<file path="config.mk">
export PLATFORM = sky130hd
export DESIGN_NAME = fetch_queue
export DESIGN_NICKNAME = d
export VERILOG_FILES = /design/src/rtl/fetch_queue.sv
export SDC_FILE = /design/constraint.sdc
export NUM_CORES = 1
export LEC_CHECK = 0
export ABC_AREA = 1
export BUFFER_PORTS_ARGS = -buffer_cell sky130_fd_sc_hd__buf_2
export CELL_PAD_IN_SITES_DETAIL_PLACEMENT = 2
export CELL_PAD_IN_SITES_GLOBAL_PLACEMENT = 2
export CORE_MARGIN = 4
export CORE_UTILIZATION = 36
export CTS_CLUSTER_DIAMETER = 150
export DETAILED_ROUTE_END_ITERATION = 10
export GPL_ROUTABILITY_DRIVEN = 0
export HOLD_SLACK_MARGIN = 0.06
export PLACE_DENSITY = 0.83
export SYNTH_ARGS = -nofsm -noshare
export SYNTH_HDL_FRONTEND = slang
export SYNTH_SLANG_ARGS = --single-unit
</file>
<file path="constraint.sdc">
create_clock -name clk -period 15.2 [get_ports clk]
set_input_delay 2.28 -clock clk [delete_from_list [all_inputs] [get_ports clk]]
set_output_delay 2.28 -clock clk [all_outputs]
set_load 0.05 [all_outputs]
</file>
<file path="src/rtl/fetch_queue.sv">
// Instruction fetch unit with a small queue between instruction memory and decode.
// Optional FETCH_PERF_CNT_EN adds fetched-instruction and stall-cycle counters.
module fetch_queue #(
    parameter logic [31:0] RESET_PC = 32'h0000_0000,
    parameter int          DEPTH    = 4
) (
    input  logic        clk,
    input  logic        reset,
    output logic        mem_req,
    output logic [31:0] mem_addr,
    input  logic        mem_ack,
    input  logic [31:0] mem_rdata,
    input  logic        redirect,
    input  logic [31:0] redirect_pc,
    output logic        if_valid,
    input  logic        if_ready,
    output logic [31:0] if_instr,
    output logic [31:0] if_pc
`ifdef FETCH_PERF_CNT_EN
    ,
    output logic [31:0] perf_fetched,
    output logic [31:0] perf_stall
`endif
);

    localparam int            AW   = $clog2(DEPTH);
    localparam logic [AW:0]   FULL = (AW+1)'(DEPTH);

    typedef enum logic [1:0] {
        S_REQ,
        S_SQUASH,
        S_HOLD
    } state_t;

    state_t          state_q, state_d;
    logic            req_q, req_d;
    logic [31:0]     addr_q, addr_d;
    logic [31:0]     pc_q, pc_d;

    logic [31:0]     q_pc    [DEPTH];
    logic [31:0]     q_instr [DEPTH];
    logic [AW-1:0]   wr_q, rd_q;
    logic [AW:0]     cnt_q, cnt_nxt;

    logic            ack, enq, deq;

    // An ack only counts against a request we are actually presenting
    assign ack = mem_ack & req_q;
    assign deq = if_valid & if_ready;
    assign enq = (state_q == S_REQ) & ack & ~redirect;

    assign cnt_nxt = cnt_q + {{AW{1'b0}}, enq} - {{AW{1'b0}}, deq};

    assign mem_req  = req_q;
    assign mem_addr = addr_q;
    assign if_valid = (cnt_q != '0);
    assign if_instr = q_instr[rd_q];
    assign if_pc    = q_pc[rd_q];

    always_comb begin
        state_d = state_q;
        req_d   = req_q;
        addr_d  = addr_q;
        pc_d    = pc_q;
        unique case (state_q)
            S_REQ: begin
                if (!req_q) begin
                    // first cycle out of reset: nothing outstanding yet
                    req_d = 1'b1;
                    if (redirect) begin
                        addr_d = redirect_pc;
                        pc_d   = redirect_pc;
                    end
                end else if (redirect) begin
                    if (ack) begin
                        addr_d = redirect_pc;
                        pc_d   = redirect_pc;
                    end else begin
                        state_d = S_SQUASH;
                        pc_d    = redirect_pc;
                    end
                end else if (ack) begin
                    pc_d = addr_q + 32'd4;
                    if (cnt_nxt == FULL) begin
                        state_d = S_HOLD;
                        req_d   = 1'b0;
                    end else begin
                        addr_d = addr_q + 32'd4;
                    end
                end
            end
            S_SQUASH: begin
                if (redirect) begin
                    pc_d = redirect_pc;
                end
                if (ack) begin
                    state_d = S_REQ;
                    addr_d  = redirect ? redirect_pc : pc_q;
                end
            end
            S_HOLD: begin
                if (redirect) begin
                    state_d = S_REQ;
                    req_d   = 1'b1;
                    addr_d  = redirect_pc;
                    pc_d    = redirect_pc;
                end else if (deq || cnt_q != FULL) begin
                    state_d = S_REQ;
                    req_d   = 1'b1;
                    addr_d  = pc_q;
                end
            end
            default: begin
                state_d = S_REQ;
            end
        endcase
    end

    always_ff @(posedge clk) begin
        if (reset) begin
            state_q <= S_REQ;
            req_q   <= 1'b0;
            addr_q  <= RESET_PC;
            pc_q    <= RESET_PC;
        end else begin
            state_q <= state_d;
            req_q   <= req_d;
            addr_q  <= addr_d;
            pc_q    <= pc_d;
        end
    end

    always_ff @(posedge clk) begin
        if (reset) begin
            wr_q  <= '0;
            rd_q  <= '0;
            cnt_q <= '0;
            for (int i = 0; i < DEPTH; i++) begin
                q_pc[i]    <= '0;
                q_instr[i] <= '0;
            end
        end else if (redirect) begin
            wr_q  <= '0;
            rd_q  <= '0;
            cnt_q <= '0;
        end else begin
            if (enq) begin
                q_pc[wr_q]    <= addr_q;
                q_instr[wr_q] <= mem_rdata;
                wr_q          <= wr_q + 1'b1;
            end
            if (deq) begin
                rd_q <= rd_q + 1'b1;
            end
            cnt_q <= cnt_nxt;
        end
    end

`ifdef FETCH_PERF_CNT_EN
    always_ff @(posedge clk) begin
        if (reset) begin
            perf_fetched <= '0;
            perf_stall   <= '0;
        end else begin
            if (enq) begin
                perf_fetched <= perf_fetched + 32'd1;
            end
            if (state_q == S_HOLD) begin
                perf_stall <= perf_stall + 32'd1;
            end
        end
    end
`endif

endmodule

</file>
==> impl_metrics.tcl, run 1 <==
set metrics [dict create \
    status "finished, final reports clean" \
    cts_buffer_depth 3 \
    routed_wl_um 58300 \
    ios 167 \
    netlist_area_um2 16100 \
    drv_slew 0 \
    clock_sinks 332 \
    num_rows 77 \
    min_period_ps 5430 \
    r2r-start "state_q[0]$_SDFFE_PP0P_" \
    num_vias 13900 \
    clock_skew_ps 16.2 \
    ff2ff_path_depth 16 \
    area_growth_pct 15.1 \
    design.core.area_um2 44200 \
    max_cap_violations 0 \
    nets 2026 \
    grt_max_degree 93 \
    crit_fanout 80 \
    start_util_pct 36.4 \
    cts_hold_buf 0 \
    cp-start-kind "flip-flop" \
    max-vdd-ir-drop_mv 0.106 \
    ys_seq_elements 332 \
    cp_slowest_cell "buf_4" \
    worst_pin_slew_ps 1210 \
    hold_violations 0 \
    htree_levels 2 \
    yosys.area_share.simple_pct 22.5 \
    period_share_pct 35.7 \
    grt_pass1_vias 15700 \
    final_antenna_net_count 0 \
    rrSetupSlack_ps 11680 \
    rsz0062_at_grt "false" \
    cts_resized 0 \
    grt_antenna_before_repair 0 \
    drtIter0Drc 697 \
    synthCells 1842 \
    die_area_um2 48200 \
    cp.required_ps 12920 \
    yosysSeqAreaShare_pct 57.2 \
    chipHeight_um 219 \
    syn_avg_cell_area_um2 8.74 \
    p_comb_share_pct 31.9 \
    cts.reportedPaths.clkPinSlew_ps 50 \
    clock_latency_ps 560 \
    dp_hpwl_um 36000 \
    synth_top_family_by_area "simple AND/OR/NAND/NOR gates" \
    p_leak_nw 7.46 \
    synth_xor_area_share_pct 0.163 \
    crit_path_max_incr_delay_ps 760 \
    hp-class "reg2reg" \
    intPower_w 0.00184 \
    min_from "rd_q[1]$_SDFFE_PP0P_" \
    critical_path_class "reg2out" \
    grt_pass1_wl_um 89500 \
    dieWidth_um 219 \
    drive_gt1_share_pct 15.8 \
    ys_types 36 \
    timing.rr.end "mem_addr[10]$_SDFFE_PP0P_" \
    yosys.area.top_type "edfxtp_1" \
    io_buffers 166 \
    cts_setup_buffers 0 \
    cts_buffers 39 \
    power_density_nw_per_um2 167 \
    setup_tns_ps 0 \
    p_seq_share_pct 38.7 \
    synth_top_cell_area_share_pct 47.8 \
    wire_per_inst_um 22.7 \
    synth-compound-area-share_pct 13.0 \
    p_total_w 0.00310 \
    first_pass_iters 4 \
    synthTopCellsByArea "edfxtp_1 48%, dfxtp_1 9.5%, nor2_1 9.2%" \
    antenna_cells 0 \
    synthAdderAreaFrac_pct 0.746 \
    via_per_inst 5.41 \
    slew_headroom_pct 18.9 \
    ys_warn_count 0 \
    holdPathStages 2 \
    syn_nets 1920 \
    cts_root_buffer "clkbuf_16" \
    gr-total-overflow 0 \
    p_sw_share_pct 40.8 \
    cts_tree "yes" \
    power.net_switching_w 0.00127 \
    cp_cell_sequence "inv_4 -> buf_4 -> o21ai_0 -> o22ai_1 -> buf_2" \
    grt.total_usage_pct 23.9 \
    drc 0 \
    finalSetupViolations 0 \
    endpoint_kind "output pin" \
    clockPowerShare_pct 29.3 \
    arrival_ps 3150 \
    fmax_mhz 184 \
    yosys-mux-area-fraction_pct 0 \
]
==> synthesized netlist by cell type, drive strengths merged <==
cell type and count:
xor2 3, a22o 16, nand3 47, nor3 62
edfxtp 256, inv 129, clkbuf 65, nand2 334
fa 1, nor2 419, nand4 2, o21ai 190
a31oi 5, and2 2, and3 2, a21oi 97
clkinv 2, ha 8, buf 51, a22oi 7
dfxtp 76, a31o 1, a21o 2, o22ai 64
a21boi 1
==> routing by layer <==
metal  wire length, um  vias up  global-route usage [%]
met5                 0        -                       0
met4              1300        0                    5.84
met3              2050       62                    3.03
met2             30200      268                    44.2
met1             24800     7160                    29.4
li1                  -     6422                       -
==> sequential cells by signal, summed over array words and instances (netlist names), named ones only <==
signal,count
state_q,2
cnt_q,3
wr_q,2
q_instr,128
rd_q,2
mem_addr,32
q_pc,128
pc_q,32
mem_req,1
==> worst max-delay path: cells and delay by family, from the launching register on <==
kind            cells  cell delay (ps)
flops               1              480
buf+inv             3             1540
compound gates      2              540
==> metrics by stage <==
step                      utilization (%)  std cells  instance area (um^2)  worst slack (ps)  hold WS, ps
after floorplan                         -       1842                 16100              7460          436
after global placement               39.2       2499                 17300              9750          445
after detailed placement             39.2       2499                 17300              9590          478
after CTS                            41.9       2570                 18500              9710          487
after global routing                 41.9       2570                 18500              9540          522
final                                41.9       2570                 18500              9770          486
==> layout make-up <==
type	instances	area, um^2
clock buffer	49	1030
timing repair buffer	181	943
fill	4894	25700
inverter	131	497
tap	592	741
sequential	332	9210
clock inverter	22	179
multi-input combinational	1263	5920
==> cell families after synthesis <==
group,Yosys count
buf+inv,247
simple gates,868
flops,332
fa+ha+maj,9
compound gates,383
xor+xnor,3
==> worst max-delay path by stage <==
stage	startpoint	to	slack [ps]	cells past startpoint
2_1_floorplan	redirect	q_instr[3][0]$_DFFE_PP_	7460	5
3_3_place_gp	redirect	mem_addr[10]$_SDFFE_PP0P_	9750	16
3_5_place_dp	redirect	mem_addr[10]$_SDFFE_PP0P_	9590	17
4_1_cts	flip-flop	if_instr[15]	9710	5
5_1_grt	flip-flop	if_instr[7]	9540	5
6_report	flip-flop	if_instr[15]	9770	5
==> cell usage in the layout, fill, tap and decap left out, types with 7 or more instances in the layout <==
master	count
inv_2	7
ha_1	7
clkbuf_1	8
clkbuf_16	39
nor2_1	393
dfxtp_1	74
nor2_4	7
nand2_2	7
a21oi_1	97
nand2_1	323
buf_2	166
nor2_2	19
edfxtp_1	256
nor3_1	42
buf_4	15
nand3_1	47
nor3_2	20
clkinv_2	11
a22oi_1	7
o21ai_0	184
a22o_1	16
inv_1	121
o22ai_1	64
==> power groups by stage <==
stage	sequential, W	combinational, W	clock (W)
final	0.00120	0.000991	0.000910
after global routing	0.00122	0.00109	0.000968
after CTS	0.00120	0.000999	0.000933
after detailed placement	0.00122	0.000988	0
after global placement	0.00121	0.000950	0
after floorplan	0.00132	0.000566	0
(Power assumes the default switching activity.)
==> run 2, diff against run 1 <==
--- a/config.mk
+++ b/config.mk
@@ -10,12 +10,12 @@
 export CELL_PAD_IN_SITES_DETAIL_PLACEMENT = 2
 export CELL_PAD_IN_SITES_GLOBAL_PLACEMENT = 2
 export CORE_MARGIN = 4
-export CORE_UTILIZATION = 36
+export CORE_UTILIZATION = 33
 export CTS_CLUSTER_DIAMETER = 150
 export DETAILED_ROUTE_END_ITERATION = 10
 export GPL_ROUTABILITY_DRIVEN = 0
 export HOLD_SLACK_MARGIN = 0.06
-export PLACE_DENSITY = 0.83
+export PLACE_DENSITY = 0.81
 export SYNTH_ARGS = -nofsm -noshare
 export SYNTH_HDL_FRONTEND = slang
 export SYNTH_SLANG_ARGS = --single-unit
==> constraint.sdc (replaced) <==
create_clock -name clk -period 4.69 [get_ports clk]
set_input_delay 0.7035 -clock clk [delete_from_list [all_inputs] [get_ports clk]]
set_output_delay 0.7035 -clock clk [all_outputs]
set_load 0.05 [all_outputs]
==> run 2 against run 1 <==
  * Combinational power grew to 3.3 times the previous value
  * First-iteration DRC count is 7.0% lower
  * Hold slack worse by 8.2 ps
  * Sequential cell count stayed put
  * Count of clock-buffer cells in the layout stayed put
  * Clock skew is 6.9 ps higher
  * Cell count is 1.2% higher
  * Via count hardly changed
  * Wire length is 0.11% higher
  * Global-route usage is 2.1 points lower
  * Largest cell class unchanged
==> impl_metrics.tcl, run 2 (synthesized netlist as in run 1, its figures left out) <==
set metrics [dict create \
    dp.cells 2528 \
    fmax_mhz 271 \
    placed_area_um2 17400 \
    p_comb_share_pct 31.8 \
    finalSetupViolations 0 \
    power_density_nw_per_um2 549 \
    num_rows 80 \
    final_antenna_net_count 0 \
    die_area_um2 52400 \
    rsz0062_at_grt "false" \
    fin_cells 2602 \
    htree_levels 2 \
    cp-start-kind "flip-flop" \
    drtIter0Drc 648 \
    cts.reportedPaths.clkPinSlew_ps 60 \
    grt_antenna_before_repair 1 \
    crit_path_max_incr_delay_ps 780 \
    chipHeight_um 229 \
    start_util_pct 33.6 \
    period_share_pct 78.6 \
    cts_root_buffer "clkbuf_16" \
    intPower_w 0.00612 \
    first_pass_iters 7 \
    cp_slowest_cell "dfxtp_4" \
    endpoint_kind "output pin" \
    power.net_switching_w 0.00417 \
    mostFrequentLayoutCell "nor2_1" \
    nets 2033 \
    max_cap_violations 0 \
    routed_wl_um 58400 \
    io_buffers 166 \
    p_leak_nw 7.54 \
    arrival_ps 2980 \
    place_ws_ps 953 \
    cts_resized 0 \
    dp_hpwl_um 36200 \
    hold_violations 0 \
    holdPathStages 3 \
    crit_fanout 70 \
    grt_max_degree 71 \
    cts_buffers 40 \
    seqCellArea_um2 9210 \
    p_total_w 0.0103 \
    min_period_ps 3690 \
    grt_pass1_vias 15400 \
    wire_per_inst_um 22.4 \
    cts_tree "yes" \
    top_regs "q_instr (128), q_pc (128)" \
    num_vias 13900 \
    final_cell_area_um2 18700 \
    cts_hold_buf 0 \
    clockPowerShare_pct 30.3 \
    final_cell_mix "393 x nor2_1, 323 x nand2_1, 256 x edfxtp_1" \
    critical_path_class "reg2out" \
    antenna_cells 0 \
    via_per_inst 5.34 \
    drc 0 \
    cts_setup_buffers 0 \
    p_seq_share_pct 37.9 \
    timing.final.ws_setup_ps 1000 \
    cts_buffer_depth 3 \
    fillerInstances 5334 \
    p_sw_share_pct 40.5 \
    grt.total_usage_pct 21.7 \
    worst_pin_slew_ps 1160 \
    drive_gt1_share_pct 15.7 \
    clock_latency_ps 570 \
    slew_headroom_pct 22.6 \
    clock_skew_ps 23.2 \
    grt_pass1_wl_um 89500 \
    cp_cell_sequence "buf_4 -> o21ai_0 -> o22ai_1 -> buf_2" \
    area_growth_pct 16.3 \
    design.core.area_um2 47900 \
    cp.required_ps 3990 \
    dieWidth_um 229 \
    status "finished, final reports clean" \
    max-vdd-ir-drop_mv 0.322 \
    setup_tns_ps 0 \
    hp-class "in2reg" \
    gr-total-overflow 0 \
    ff2ff_path_depth 16 \
    ios 167 \
    multi_input_area_um2 5920 \
    clock_sinks 332 \
    drv_slew 0 \
]
## run 2: area by class of cell
class                           count  area share (%)
Clock buffer                       49            5.64
Inverter                          131            2.65
Tap cell                          615            4.11
Timing Repair Buffer              187            5.48
Clock inverter                     25            1.27
Sequential cell                   332            49.2
Multi-Input combinational cell   1263            31.6
## run 2: path summary, 6_finish.rpt
check | endpoint | from | slack, ps
min reg2reg | rd_q[0]$_SDFFE_PP0P_ | rd_q[0]$_SDFFE_PP0P_ | 480
min | q_instr[0][6]$_SDFFCE_PN0P_ | mem_rdata[6] | 480
max | if_instr[15] | flip-flop | 1000
max reg2reg | mem_addr[10]$_SDFFE_PP0P_ | state_q[0]$_SDFFE_PP0P_ | 1110
## run 2: worst max-delay path, delay by kind of cell, from the launching register on
kind / cells / cell delay [ps]
buffers and inverters: 2 / 1040
DFF: 1 / 780
AOI/OAI and AO/OA: 2 / 560
## run 2: power by group through the flow
stage	combinational [W]	sequential [W]	clock (W)
after global placement	0.00313	0.00393	0
final	0.00327	0.00390	0.00312
after CTS	0.00329	0.00390	0.00320
after global routing	0.00356	0.00394	0.00333
after detailed placement	0.00326	0.00395	0
after floorplan	0.00184	0.00428	0
## run 2: through the flow
step,hold WS [ps],utilization (%)
floorplan,436,-
global placement,442,36.4
detailed placement,471,36.4
CTS,452,39.1
global route,470,39.1
finish,478,39.1
## run 2: per-layer routing
metal	wire length [um]	vias up	track usage [%]
li1	-	6430	-
met1	25100	7104	27.1
met2	29600	288	39.5
met3	2340	81	3.19
met4	1390	0	5.57
met5	0	-	0
==> run 3, diff against run 2 <==
==> constraint.sdc (replaced) <==
create_clock -name clk -period 3.1 [get_ports clk]
set_input_delay 0.465 -clock clk [delete_from_list [all_inputs] [get_ports clk]]
set_output_delay 0.465 -clock clk [all_outputs]
set_load 0.05 [all_outputs]
==> run 3 against run 2 <==
  * First-iteration DRC count rose by 14%
  * Sequential power up 51%
  * Cell count grew 0.81%
  * Wire length increased by 1.9%
  * Register-to-register slack lost 960 ps
  * Power increased by 52%
  * Clock power increased by 43%
  * Global-route usage grew 0.39 points
==> impl_metrics.tcl, run 3 (synthesized netlist as in run 1, its figures left out) <==
set metrics [dict create \
    r2r-start "state_q[0]$_SDFFE_PP0P_" \
    routed-wl-met2_um 30400 \
    cp-start-kind "flip-flop" \
    cts_root_buffer "clkbuf_16" \
    finalSetupViolations 0 \
    fin_cells 2623 \
    final_cell_area_um2 19000 \
    endpoint_kind "output pin" \
    clock_sinks 332 \
    drtIter0Drc 736 \
    power_density_nw_per_um2 822 \
    gr-total-overflow 0 \
    die_area_um2 52400 \
    cp_slowest_cell "dfxtp_4" \
    final_cell_mix "392 x nor2_1, 321 x nand2_1, 256 x edfxtp_1" \
    status "finished, final reports clean" \
    num_vias 14000 \
    cts_buffer_depth 3 \
    final_antenna_net_count 0 \
    io_buffers 166 \
    p_leak_nw 7.65 \
    grt.total_usage_pct 22.1 \
    wire_per_inst_um 22.7 \
    met1_length_um 25400 \
    chipHeight_um 229 \
    timing.rr.end "mem_addr[14]$_SDFFE_PP0P_" \
    max-vdd-ir-drop_mv 0.528 \
    arrival_ps 2510 \
    grt_antenna_before_repair 2 \
    htree_levels 2 \
    num_rows 80 \
    crit_fanout 38 \
    crit_path_max_incr_delay_ps 460 \
    rrSetupSlack_ps 150 \
    ff2ff_path_depth 17 \
    routed.top_layer "met4" \
    drc 0 \
    design.core.area_um2 47900 \
    area_growth_pct 18.0 \
    clock_latency_ps 560 \
    routed_wl_um 59500 \
    setup_tns_ps 0 \
    cp-endpoint "if_pc[19]" \
    grt_pass1_vias 15500 \
    critical_path_class "reg2out" \
    cp.required_ps 2630 \
    grt_max_degree 65 \
    cp_cell_sequence "inv_6 -> buf_12 -> o21ai_0 -> o22ai_1 -> buf_2" \
    cts.reportedPaths.clkPinSlew_ps 60 \
    final_core_util_pct 39.6 \
    path_buf_inv 3 \
    cts_buffers 40 \
    hold_violations 0 \
    placed_area_um2 17600 \
    top_regs "q_instr (128), q_pc (128)" \
    max_cap_violations 0 \
    cts_hold_buf 0 \
    met3WireLength_um 2130 \
    worst_pin_slew_ps 1060 \
    cts_tree "yes" \
    hp-class "in2reg" \
    dp.cells 2543 \
    ios 167 \
    fmax_mhz 336 \
    rsz0062_at_grt "false" \
    dieWidth_um 229 \
    start_util_pct 33.6 \
    slew_headroom_pct 29.5 \
    first_pass_iters 5 \
    cp_top_family "buffers and inverters" \
    period_share_pct 96.0 \
    mostFrequentLayoutCell "nor2_1" \
    path_depth 5 \
    holdPathStages 3 \
    drive_gt1_share_pct 17.0 \
    drv_slew 0 \
    min_period_ps 2970 \
    clock_skew_ps 17.2 \
    nets 2054 \
    grt_pass1_wl_um 90800 \
    dp_hpwl_um 38400 \
    via_per_inst 5.35 \
]
[run 3: cell count changes in the layout (fill, tap and decap cells not counted), sizes merged]
cell / change
clkinvlp: +1
nand2: +1
buf: +19
bufinv: -3
clkinv: -4
clkbuf: +5
diode: +2
[run 3: routing by layer]
metal  track usage [%]  up-vias
met5                 0        -
met4              6.22        0
met3              3.15       83
met2              40.2      284
met1              27.4     7193
li1                  -     6484
[run 3: worst register-to-register path, stage by stage (launching register included)]
cell	delay, ps
dfxtp_1	350
inv_2	110
ha_4	170
nand2_2	100
nor2_4	130
inv_2	90
ha_1	300
inv_1	50
ha_1	190
fa_1	420
a21o_1	200
nand2_2	90
nand3_4	120
nand2_8	160
buf_6	150
a21oi_1	90
nand2_1	120
inv_1	40
[run 3: worst min-delay path by stage]
stage	startpoint	to	slack, ps
2_1_floorplan	rd_q[1]$_SDFFE_PP0P_	flip-flop	440
3_3_place_gp	rd_q[1]$_SDFFE_PP0P_	flip-flop	450
3_5_place_dp	rd_q[0]$_SDFFE_PP0P_	rd_q[0]$_SDFFE_PP0P_	470
4_1_cts	mem_rdata[5]	q_instr[3][5]$_DFFE_PP_	230
5_1_grt	mem_rdata[1]	q_instr[0][1]$_SDFFCE_PN0P_	240
6_report	mem_rdata[5]	q_instr[2][5]$_SDFFCE_PN0P_	260
[run 3: power by group]
| part | switching [W] | internal (W) | leakage, nW | total [W] |
|---|---|---|---|---|
| clock | 0.00193 | 0.00252 | 0.592 | 0.00446 |
| combinational | 0.00391 | 0.00134 | 3.78 | 0.00525 |
| sequential | 0.000548 | 0.00535 | 3.27 | 0.00589 |
[run 3: area by class of cell]
| class | instances | area [um^2] |
|---|---|---|
| Clock buffer | 53 | 1070 |
| Clock inverter | 19 | 143 |
| Inverter | 131 | 499 |
| Fill cell | 5260 | 29000 |
| Sequential cell | 332 | 9210 |
| Multi-Input combinational cell | 1264 | 5990 |
| Timing Repair Buffer | 207 | 1300 |
| Antenna cell | 2 | 5.00 |
| Tap cell | 615 | 769 |
[run 3: through the flow]
step / power (W) / setup slack [ps] / hold slack, ps
floorplan: 0.00925 / -152 / 436
global placement: 0.0108 / 68.6 / 449
detailed placement: 0.0110 / -133 / 475
CTS: 0.0156 / 6.84 / 229
global route: 0.0164 / 2.52 / 243
finish: 0.0156 / 125 / 261
[run 3: timing repair]
item,in CTS,in global routing
resized for setup,4,15
hold endpoints to repair,0,0
cloned,1,1
buffers inserted,4,0
pin swaps,1,1
setup endpoints to repair,28,36
